[src/rtl/glitcbus_master.sv]
// GLITCBUS master: serialises a 16-bit address and a 32-bit word over an 8-bit
// multiplexed bus. Reads wait READ_LATENCY turnaround cycles before the data bytes.
module glitcbus_master #(
    parameter int READ_LATENCY = 2
) (
    input  logic        clk_i,
    input  logic        rst_i,
    input  logic [15:0] adr_i,
    input  logic [31:0] dat_i,
    input  logic        wr_i,
    input  logic        rd_i,
    output logic        busy_o,
    output logic        ack_o,
    output logic [31:0] dat_o,
    output logic        GSEL_B,
    output logic        GRDWR_B,
    output logic [7:0]  GAD_o,
    input  logic [7:0]  GAD_i,
    output logic        GAD_oe_o
);

    typedef enum logic [2:0] {
        IDLE   = 3'd0,
        ADDR_H = 3'd1,
        ADDR_L = 3'd2,
        WDATA  = 3'd3,
        TURN   = 3'd4,
        RDATA  = 3'd5,
        GAP    = 3'd6
    } state_t;

    localparam logic [3:0] TURN_LAST = 4'(READ_LATENCY - 1);

    state_t      state_r, next_state_s;
    logic        accept_s, is_read_s, is_read_r;
    logic [15:0] adr_s, adr_r;
    logic [31:0] dat_r, rd_shift_r, dat_o_r;
    logic [1:0]  byte_cnt_r, wbyte_idx_s;
    logic [3:0]  turn_cnt_r;
    logic [7:0]  wbyte_s, gad_s, gad_r;
    logic        gsel_b_s, grdwr_b_s, gad_oe_s;
    logic        gsel_b_r, grdwr_b_r, gad_oe_r, ack_r, busy_r;

    assign accept_s = (state_r == IDLE) && (wr_i || rd_i);

    // Outputs are registered from the next state, so accept-cycle values come straight from the inputs.
    always_comb begin
        if (state_r == IDLE) begin
            adr_s     = adr_i;
            is_read_s = rd_i & ~wr_i;
        end else begin
            adr_s     = adr_r;
            is_read_s = is_read_r;
        end
    end

    // State register
    always_ff @(posedge clk_i) begin
        if (rst_i) begin
            state_r <= IDLE;
        end else begin
            state_r <= next_state_s;
        end
    end

    // Next-state logic
    always_comb begin
        next_state_s = state_r;
        case (state_r)
            IDLE:    next_state_s = accept_s ? ADDR_H : IDLE;
            ADDR_H:  next_state_s = ADDR_L;
            ADDR_L:  next_state_s = is_read_r ? TURN : WDATA;
            WDATA:   next_state_s = (byte_cnt_r == 2'd3) ? GAP : WDATA;
            TURN:    next_state_s = (turn_cnt_r == TURN_LAST) ? RDATA : TURN;
            RDATA:   next_state_s = (byte_cnt_r == 2'd3) ? GAP : RDATA;
            GAP:     next_state_s = IDLE;
            default: next_state_s = IDLE;
        endcase
    end

    // Write byte for the coming cycle, MSB first
    always_comb begin
        wbyte_idx_s = (state_r == WDATA) ? (byte_cnt_r + 2'd1) : 2'd0;
        case (wbyte_idx_s)
            2'd0:    wbyte_s = dat_r[31:24];
            2'd1:    wbyte_s = dat_r[23:16];
            2'd2:    wbyte_s = dat_r[15:8];
            2'd3:    wbyte_s = dat_r[7:0];
            default: wbyte_s = 8'h00;
        endcase
    end

    // Output decode for the next state
    always_comb begin
        gsel_b_s  = 1'b1;
        grdwr_b_s = 1'b1;
        gad_oe_s  = 1'b0;
        gad_s     = 8'h00;
        case (next_state_s)
            ADDR_H: begin
                gsel_b_s  = 1'b0;
                grdwr_b_s = is_read_s;
                gad_oe_s  = 1'b1;
                gad_s     = adr_s[15:8];
            end
            ADDR_L: begin
                gsel_b_s  = 1'b0;
                grdwr_b_s = is_read_s;
                gad_oe_s  = 1'b1;
                gad_s     = adr_s[7:0];
            end
            WDATA: begin
                gsel_b_s  = 1'b0;
                grdwr_b_s = 1'b0;
                gad_oe_s  = 1'b1;
                gad_s     = wbyte_s;
            end
            TURN, RDATA: begin
                gsel_b_s  = 1'b0;
                grdwr_b_s = 1'b1;
            end
            default: gad_s = 8'h00;
        endcase
    end

    // Transaction latch and phase counters
    always_ff @(posedge clk_i) begin
        if (rst_i) begin
            adr_r      <= 16'h0000;
            dat_r      <= 32'h0000_0000;
            is_read_r  <= 1'b0;
            byte_cnt_r <= 2'd0;
            turn_cnt_r <= 4'd0;
        end else begin
            if (accept_s) begin
                adr_r     <= adr_i;
                dat_r     <= dat_i;
                is_read_r <= rd_i & ~wr_i;
            end
            byte_cnt_r <= (state_r == WDATA || state_r == RDATA) ? (byte_cnt_r + 2'd1) : 2'd0;
            turn_cnt_r <= (state_r == TURN) ? (turn_cnt_r + 4'd1) : 4'd0;
        end
    end

    // Read assembly; dat_o only changes when the last byte lands
    always_ff @(posedge clk_i) begin
        if (rst_i) begin
            rd_shift_r <= 32'h0000_0000;
            dat_o_r    <= 32'h0000_0000;
        end else begin
            if (accept_s) begin
                rd_shift_r <= 32'h0000_0000;
            end else if (state_r == RDATA) begin
                rd_shift_r <= {rd_shift_r[23:0], GAD_i};
            end
            if (state_r == RDATA && next_state_s == GAP) begin
                dat_o_r <= {rd_shift_r[23:0], GAD_i};
            end
        end
    end

    // Registered bus and handshake outputs
    always_ff @(posedge clk_i) begin
        if (rst_i) begin
            gsel_b_r  <= 1'b1;
            grdwr_b_r <= 1'b1;
            gad_oe_r  <= 1'b0;
            gad_r     <= 8'h00;
            ack_r     <= 1'b0;
            busy_r    <= 1'b0;
        end else begin
            gsel_b_r  <= gsel_b_s;
            grdwr_b_r <= grdwr_b_s;
            gad_oe_r  <= gad_oe_s;
            gad_r     <= gad_s;
            ack_r     <= (next_state_s == GAP);
            busy_r    <= (next_state_s != IDLE);
        end
    end

    assign GSEL_B   = gsel_b_r;
    assign GRDWR_B  = grdwr_b_r;
    assign GAD_oe_o = gad_oe_r;
    assign GAD_o    = gad_r;
    assign ack_o    = ack_r;
    assign busy_o   = busy_r;
    assign dat_o    = dat_o_r;

endmodule

[config.mk]
export PLATFORM = sky130hd
export DESIGN_NAME = glitcbus_master
export DESIGN_NICKNAME = d
export VERILOG_FILES = /design/src/rtl/glitcbus_master.sv
export SDC_FILE = /design/constraint.sdc
export NUM_CORES = 1
export LEC_CHECK = 0
export BUFFER_PORTS_ARGS = -buffer_cell sky130_fd_sc_hd__buf_2
export CAP_MARGIN = 20
export CORE_ASPECT_RATIO = 1.25
export CORE_MARGIN = 5
export CORE_UTILIZATION = 53
export DETAILED_ROUTE_END_ITERATION = 8
export PLACE_DENSITY = 0.78
export SETUP_SLACK_MARGIN = 0.4
export SYNTH_ARGS = -nofsm -noshare
export SYNTH_HDL_FRONTEND = slang
export SYNTH_SLANG_ARGS = --single-unit
export TNS_END_PERCENT = 50
[constraint.sdc]
create_clock -name clk_i -period 2.3 [get_ports clk_i]
set_clock_uncertainty 0.05 [all_clocks]
set_input_delay 0.46 -clock clk_i [delete_from_list [all_inputs] [get_ports clk_i]]
set_output_delay 0.46 -clock clk_i [all_outputs]
set_load 0.05 [all_outputs]
==> metrics.txt, run 1 <==
status finished clean; Setup violations, final 0; Final min period 1.78 ns; I/O Buffers 104; Mapped Cells 569; Yosys top cell area share 52.6%; Max FO, Critical Path 8; Post-Syn Area per Cell 7.96 um^2; critical path class flip-flop to flip-flop; Hold EP dat_r[18]; CTS tree built; Filler cells 663; Rel. slew slack 63.4%; remaining antenna violation count after routing 0; Data arrival, critical path 2.10 ns; setup TNS 0 ns; sequential area share after synthesis 52.6%; hold_sp dat_i[18]; Top FF cell, synth dfxtp_1; synth top area cells dfxtp_1, nand2_1, a21oi_1; die height 113 um; HPWL after DPL 7650 um; boundary pin count 105; RSZ-0062 raised after global routing no; yosys warns 0; final wirelength 11500 um; Max Cap Viol 0; Crit. End Element flip-flop; Worst EP required 2.61 ns; wire per inst 14.8 um; Netlist cell types 40; reg2reg end GAD_o[7]; Final WS setup 0.519 ns; most used routing layer met2; #FFs+latches synth 119; top cells by count, synth nand2_1, dfxtp_1, a21oi_1; Slew Viols, Final 0; CTS buffer count 17; worst-skew pair later-pin latency 0.51 ns; Post-synth ARST share 0%; Remaining DRCs 0; total gr overflow 0; Power Total 5.88 mW; Worst R2R Setup Slack 0.52 ns; combinational power share 11.9%; post-synthesis simple-gate area fraction 24.3%; Lkg Pwr 2.31 nW; Avg Vias per Cell 5.44; startpoint types flip-flop; CTS Sinks 119; sequential share of power 38.6%; row cnt 37; P_sw 1.45 mW; mux cell area share after synthesis 2.02%; Final GP Congestion 0.859; met3 Use GR 5.15%; HP Class input pin to flip-flop; htree depth 4; CTS clk-pin slew, worst paths 0.06 ns; FF-to-FF Start byte_cnt_r[0]; dpl cells 740; via count 4223; Hold Violations, Final 0; area grow syn2layout 28.5%; Post-synth EDFFs 0; Ant. Diodes 0; die area 10500 um^2; cell internal pwr 4.42 mW; pre-CTS setup slack 0.379 ns; met2 Resource Use GR 39.6%; vias in the first global route 4175; initial antenna violation count 0; Tot GR Track Use 22.2%; Initial Util 54.7%; max frequency 561 MHz; syn_nets 632; Root Driver clkbuf_8; synthesized cell area 4530 um^2; adder-cell share of the synthesized area 0.828%; Synth Area in Compound Gates 15.4%; pin count of the biggest net entering global routing 54; main combinational cell family by area after synthesis simple AND/OR/NAND/NOR gates; Clock power frac 49.5%; die width 92.7 um; most common cell in the netlist nand2_1; first-pass GRT wire length 18800 um; XOR/XNOR Fraction of Synth Area 0.580%; Tightest Pin Transition 0.550 ns; dominant cell type by area after synthesis dfxtp_1; fin crit share 77.4%; Iteration-0 DRC Markers 197; nets 730; Switching Fraction 24.8%; CTS Buffer Depth 2; core area 8290 um^2; TritonRoute pass-1 iters 5; Hold Path Depth 3; pwr/cell area 1010 nW/um^2; reg2reg path depth 6; post-route insts no fill 777; share of layout cells above drive strength 1 24.1%; GRT met1 Usage 23.8%; Worst VDD drop 0.700 mV
flip-flops by register name (all words and copies together), names as in the netlist:
signal,count
dat_o,32
dat_r,32
rd_shift_r,24
GAD_o,8
adr_r,8
turn_cnt_r,4
state_r,3
byte_cnt_r,2
GAD_oe_o,1
GRDWR_B,1
GSEL_B,1
ack_o,1
busy_o,1
is_read_r,1
worst max-delay path by stage:
| stage | startpoint | endpoint | slack [ns] | cells after the start |
|---|---|---|---|---|
| after floorplan | rst_i | GRDWR_B | 0.53 | 5 |
| after global placement | rst_i | GAD_oe_o | 0.43 | 5 |
| after detailed placement | byte_cnt_r[0] | GAD_o[0] | 0.38 | 5 |
| after CTS | state_r[1] | GAD_o[2] | 0.42 | 5 |
| after global routing | state_r[0] | GAD_o[2] | 0.41 | 6 |
| final | byte_cnt_r[0] | GAD_o[7] | 0.52 | 6 |
worst max-delay path, stage by stage, from the launching register on:
cell       delay, ns
dfxtp_1         0.35
ha_1            0.33
buf_6           0.14
nand2_2         0.10
or4_1           0.43
o2111ai_1       0.10
a31oi_1         0.13
layer usage:
| metal | routed length (um) | share of wire (%) | vias up |
|---|---|---|---|
| met5 | 0 | 0 | - |
| met4 | 569 | 5.0 | 0 |
| met3 | 633 | 5.5 | 48 |
| met2 | 6010 | 52 | 163 |
| met1 | 4280 | 37 | 1930 |
| li1 | - | - | 2082 |
power groups by stage:
stage / sequential, mW / combinational [mW] / clock, mW
6_report: 2.27 / 0.698 / 2.91
5_1_grt: 2.28 / 0.767 / 3.02
4_1_cts: 2.27 / 0.679 / 2.92
3_5_place_dp: 2.31 / 0.665 / 0
3_3_place_gp: 2.30 / 0.651 / 0
2_1_floorplan: 2.39 / 0.389 / 0
cells by family (layout without fill, tap and decap cells):
group / Yosys count / in the layout
buffers and inverters: 46 / 157
multiplexers: 9 / 9
XOR/XNOR: 3 / 3
flip-flops: 119 / 119
AO/OA/AOI/OAI: 125 / 125
adder cells (fa/ha/maj): 3 / 3
AND/OR/NAND/NOR: 264 / 264
cell type report:
type | instances | area [um^2] | area share (%)
clock inverter | 13 | 226 | 3.89
inverter | 3 | 11.3 | 0.193
multi-input combinational | 404 | 1970 | 33.8
tap | 97 | 121 | 2.08
clock buffer | 19 | 432 | 7.41
sequential | 119 | 2380 | 40.9
timing repair buffer | 122 | 679 | 11.7
what timing repair did:
item / 4_1_cts / 5_1_grt
gates resized for setup: 2 / 5
hold buffers: 0 / 0
pin swaps: 0 / 1
buffers inserted: 0 / 5
setup endpoints to repair: 7 / 44
cloned: 0 / 0
layout by cell type (no fill, tap or decap), types with 2 or more instances in the layout:
cell        instances
a21oi_1            98
a221oi_1            2
a31oi_1             8
and2_1              2
buf_2             104
buf_4              14
buf_6               3
bufinv_16           6
clkbuf_16          16
clkbuf_8            2
clkinv_2            3
clkinvlp_4          3
dfxtp_1           118
ha_1                3
inv_1               3
mux2i_1             8
nand2_1           224
nor2_1             12
nor2b_1             3
nor3_1              2
nor3b_1             2
o2111ai_1           8
o21a_1              2
or4_1               8
xnor2_1             2
per-stage QoR:
stage	util, %	hold WS [ns]	cell area [um^2]
floorplan	-	0.381	4530
global placement	61.4	0.390	5090
detailed placement	61.4	0.394	5090
CTS	69.5	0.123	5760
global route	70.3	0.133	5820
finish	70.3	0.128	5820
Power figures use the tool's default switching activity.
==> inputs of run 2 (changes only) <==
==> constraint.sdc (replaced) <==
create_clock -name clk_i -period 1.8 [get_ports clk_i]
set_clock_uncertainty 0.05 [all_clocks]
set_input_delay 0.36 -clock clk_i [delete_from_list [all_inputs] [get_ports clk_i]]
set_output_delay 0.36 -clock clk_i [all_outputs]
set_load 0.05 [all_outputs]
==> run 2 against run 1 <==
Cell count grew 4.8%; register-to-register slack lost 0.49 ns; global-route usage grew 4.9 points.
==> metrics.txt, run 2 (same netlist as run 1, synthesis figures left out) <==
status finished clean; die width 92.7 um; Tightest Pin Transition 0.572 ns; Max Cap Viol 0; pwr/cell area 1140 nW/um^2; Slew Viols, Final 0; Tot GR Track Use 27.0%; first-pass GRT wire length 22200 um; CTS Sinks 119; CTS Buffer Depth 2; CTS buffer count 17; slowest stage delay, CP 0.41 ns; Power Total 8.19 mW; crit path from byte_cnt_r[0]; boundary pin count 105; Worst VDD drop 1.26 mV; Critical Path Slowest Stage Cell a21boi_4; vias in the first global route 4637; worst-skew pair later-pin latency 0.54 ns; setup TNS 0 ns; most frequent cells in the layout nand2_1, a21oi_1, dfxtp_1; Crit path max-delay family compound AO/OA/AOI/OAI gates; HPWL after DPL 7810 um; row cnt 37; reg2reg end GAD_o[1]; CTS tree built; Rel. slew slack 61.8%; htree depth 4; die area 10500 um^2; Worst R2R Setup Slack 0.03 ns; Crit. End Element flip-flop; Max FO, Critical Path 8; share of layout cells above drive strength 1 40.7%; Setup violations, final 0; pin count of the biggest net entering global routing 49; via count 5251; final wirelength 19700 um; total gr overflow 0; remaining antenna violation count after routing 0; fin crit share 98.5%; commonest non-fill, non-tap cell in the layout nand2_1; nets 767; RSZ-0062 raised after global routing yes; WP buf/inv 1; Setup crit end GAD_o[1]; Final GP Congestion 0.960; wire per inst 24.2 um; area grow syn2layout 58.5%; Iteration-0 DRC Markers 602; Lkg Pwr 2.84 nW; FF-to-FF Start byte_cnt_r[0]; Final min period 1.77 ns; startpoint types flip-flop; dpl cells 741; TritonRoute pass-1 iters 7; HP Class input pin to flip-flop; Initial Util 54.7%; post-route insts no fill 814; critical path class flip-flop to flip-flop; core area 8290 um^2; Remaining DRCs 0; reg2reg path depth 5; Hold Violations, Final 0; Root Driver clkbuf_8; Crit. path cell count 5; Data arrival, critical path 2.17 ns; I/O Buffers 104; CTS clk-pin slew, worst paths 0.06 ns; Worst EP required 2.20 ns; Ant. Diodes 0; Avg Vias per Cell 6.45; max frequency 564 MHz; CP Cell Sequence ha_4 -> inv_1 -> a21boi_4 -> o2111ai_1 -> a31oi_1; die height 113 um; initial antenna violation count 0
run 2: how the worst min path moves through the flow:
stage | start | endpoint | slack, ns | depth (start not counted)
global route | dat_i[22] | dat_r[22] | 0.01 | 3
CTS | dat_i[22] | dat_r[22] | 0.001 | 3
finish | dat_i[13] | dat_r[13] | 0.006 | 3
floorplan | dat_r[10] | dat_r[10] | 0.38 | 2
detailed placement | dat_o[31] | dat_o[31] | 0.40 | 2
global placement | dat_o[28] | dat_o[28] | 0.39 | 2
run 2: report_power, final:
group          switching, mW  leakage, nW  internal, mW
combinational          0.903         1.54         0.706
clock                   1.32        0.307          2.31
sequential             0.144        0.992          2.80
run 2: area by class of cell:
type / count / area, um^2
Sequential cell: 119 / 2460
Multi-Input combinational cell: 405 / 2260
Timing Repair Buffer: 158 / 1710
Fill cell: 350 / 1100
Clock buffer: 19 / 432
Clock inverter: 13 / 195
Tap cell: 97 / 121
Inverter: 3 / 11.3
run 2: tightest hold or removal path: stages:
cell and delay, ns:
buf_2 0.09, nand2_1 0.05, a21oi_1 0.05
run 2: per-layer routing:
metal	track usage, %	up-vias	routed length [um]
li1	-	2170	-
met5	0	-	0
met4	18.1	0	1890
met3	7.52	194	1670
met2	48.8	455	9880
met1	26.7	2432	6230
run 2: what timing repair did:
item	CTS	global route
setup buffers	15	6
hold buffers	0	0
pin swaps	10	26
endpoints found under the setup margin	152	152
resized for setup	143	131
gates cloned	3	17
run 2: metrics by stage:
step                hold WS [ns]  setup slack, ns  instance area (um^2)  util, %
global placement           0.390            0.142                  5180     62.5
detailed placement         0.395            0.115                  5180     62.5
CTS                     0.000995            0.199                  6450     77.9
global route             0.00967          -0.0123                  7180     86.7
floorplan                  0.381            0.200                  4600        -
finish                   0.00649           0.0270                  7180     86.7
==> inputs of run 3 (changes only) <==
--- a/config.mk
+++ b/config.mk
@@ -11,6 +11,7 @@
 export CORE_MARGIN = 5
 export CORE_UTILIZATION = 53
 export DETAILED_ROUTE_END_ITERATION = 8
+export MAX_ROUTING_LAYER = met4
 export PLACE_DENSITY = 0.78
 export SETUP_SLACK_MARGIN = 0.4
 export SYNTH_ARGS = -nofsm -noshare
==> run 3 against run 2 <==
Maximum frequency is 4.1% higher; global-route usage is 1.9 points lower; flip-flop and latch count stayed put; hold slack better by 0.014 ns; clock-buffer cell count is 3 higher; highest routed layer unchanged.
==> metrics.txt, run 3 (same netlist as run 1, synthesis figures left out) <==
status finished clean; CTS tree built; Worst EP required 2.13 ns; die area 10500 um^2; Rel. slew slack 60.5%; Final GP Congestion 0.855; htree depth 4; Avg Vias per Cell 6.17; final wirelength 17500 um; Hold Violations, Final 0; die width 92.7 um; TritonRoute pass-1 iters 5; die height 113 um; pin count of the biggest net entering global routing 57; Filler cells 416; Critical Path Slowest Stage Cell dfxtp_4; wire per inst 21.6 um; Crit. End Element flip-flop; fin crit share 94.7%; critical path class flip-flop to flip-flop; CTS Sinks 119; worst-skew pair later-pin latency 0.52 ns; Slew Viols, Final 0; Remaining DRCs 0; first-pass GRT wire length 20300 um; startpoint types flip-flop; HP Class input pin to flip-flop; Iteration-0 DRC Markers 504; Lkg Pwr 2.81 nW; max frequency 587 MHz; Tightest Pin Transition 0.593 ns; Setup violations, final 0; core area 8290 um^2; CP Cell Sequence ha_4 -> buf_4 -> mux2i_2 -> nand2_1 -> o2111ai_1 -> a31oi_1; Final min period 1.70 ns; Max FO, Critical Path 5; nets 764; most frequent cells in the layout nand2_1, a21oi_1, dfxtp_1; initial antenna violation count 0; RSZ-0062 raised after global routing yes; Max Cap Viol 0; commonest non-fill, non-tap cell in the layout nand2_1; HPWL after DPL 7540 um; I/O Buffers 104; Initial Util 54.7%; Tot GR Track Use 25.1%; setup TNS 0 ns; boundary pin count 105; Data arrival, critical path 2.03 ns; pwr/cell area 1120 nW/um^2; remaining antenna violation count after routing 0; share of layout cells above drive strength 1 39.4%; Ant. Diodes 0; total gr overflow 0; Power Total 7.76 mW; row cnt 37; CTS clk-pin slew, worst paths 0.06 ns; area grow syn2layout 52.9%; slowest stage delay, CP 0.35 ns; vias in the first global route 4372; CTS Buffer Depth 2; Worst VDD drop 0.764 mV; CTS buffer count 17; Hold-fix buffers, CTS 0; Root Driver clkbuf_8; via count 4998
==> run 3: cell types whose count changed in the layout (fill, tap and decap cells not counted), sizes merged <==
cell      previous run  this run
o21ai                2         1
clkinvlp             0         2
bufinv               4         3
clkinv               6         4
inv                  6         3
bufbuf               1         0
clkbuf              28        30
==> run 3: stage by stage <==
step	setup WS, ns	util [%]	instance area, um^2	std cells	hold WS [ns]
6_report	0.0962	83.6	6930	810	0.0210
5_1_grt	0.0499	83.6	6930	810	0.00326
4_1_cts	0.204	76.0	6300	786	0.0180
3_5_place_dp	0.0410	62.4	5170	740	0.395
3_3_place_gp	0.0729	62.4	5170	740	0.390
2_1_floorplan	0.200	-	4600	569	0.381
==> run 3: final timing paths <==
kind,from,to,slack (ns),cells past startpoint
max reg2reg,byte_cnt_r[0],GAD_o[3],0.1,6
max,byte_cnt_r[0],GAD_o[3],0.1,6
min reg2reg,dat_r[1],dat_r[1],0.41,2
min,dat_i[1],dat_r[1],0.02,3
==> run 3: layer usage <==
metal	global-route usage [%]	part of all wire, %
met1	26.1	33
met2	43.5	51
met3	6.53	8.9
met4	12.9	6.8
met5	-	0
==> run 3: critical path: cells and delay by family, from the launching register on <==
kind                     cells  cell delay, ns
AO/OA/AOI/OAI                2            0.28
adder cells (fa/ha/maj)      1            0.31
buffers and inverters        1            0.18
flip-flops                   1            0.35
multiplexers                 1            0.30
AND/OR/NAND/NOR              1            0.10
==> run 3: layout make-up <==
type	count	area (um^2)	share of cell area, %
inverter	3	11.3	0.163
clock buffer	22	453	6.54
sequential	119	2440	35.2
multi-input combinational	404	2290	33.0
clock inverter	9	125	1.81
tap	97	121	1.75
timing repair buffer	156	1490	21.5
==> run 3: repair_timing <==
action                     CTS  global route
setup endpoints to repair  152           152
cloned                       1            15
resized for setup          129            92
pin swaps                   14            28
buffers inserted            14             9
==> run 3: report_power, final <==
part	leakage (nW)	internal, mW	switching, mW
combinational	1.54	0.614	0.855
clock	0.281	2.16	1.20
sequential	0.987	2.80	0.131
total	2.81	5.57	2.18
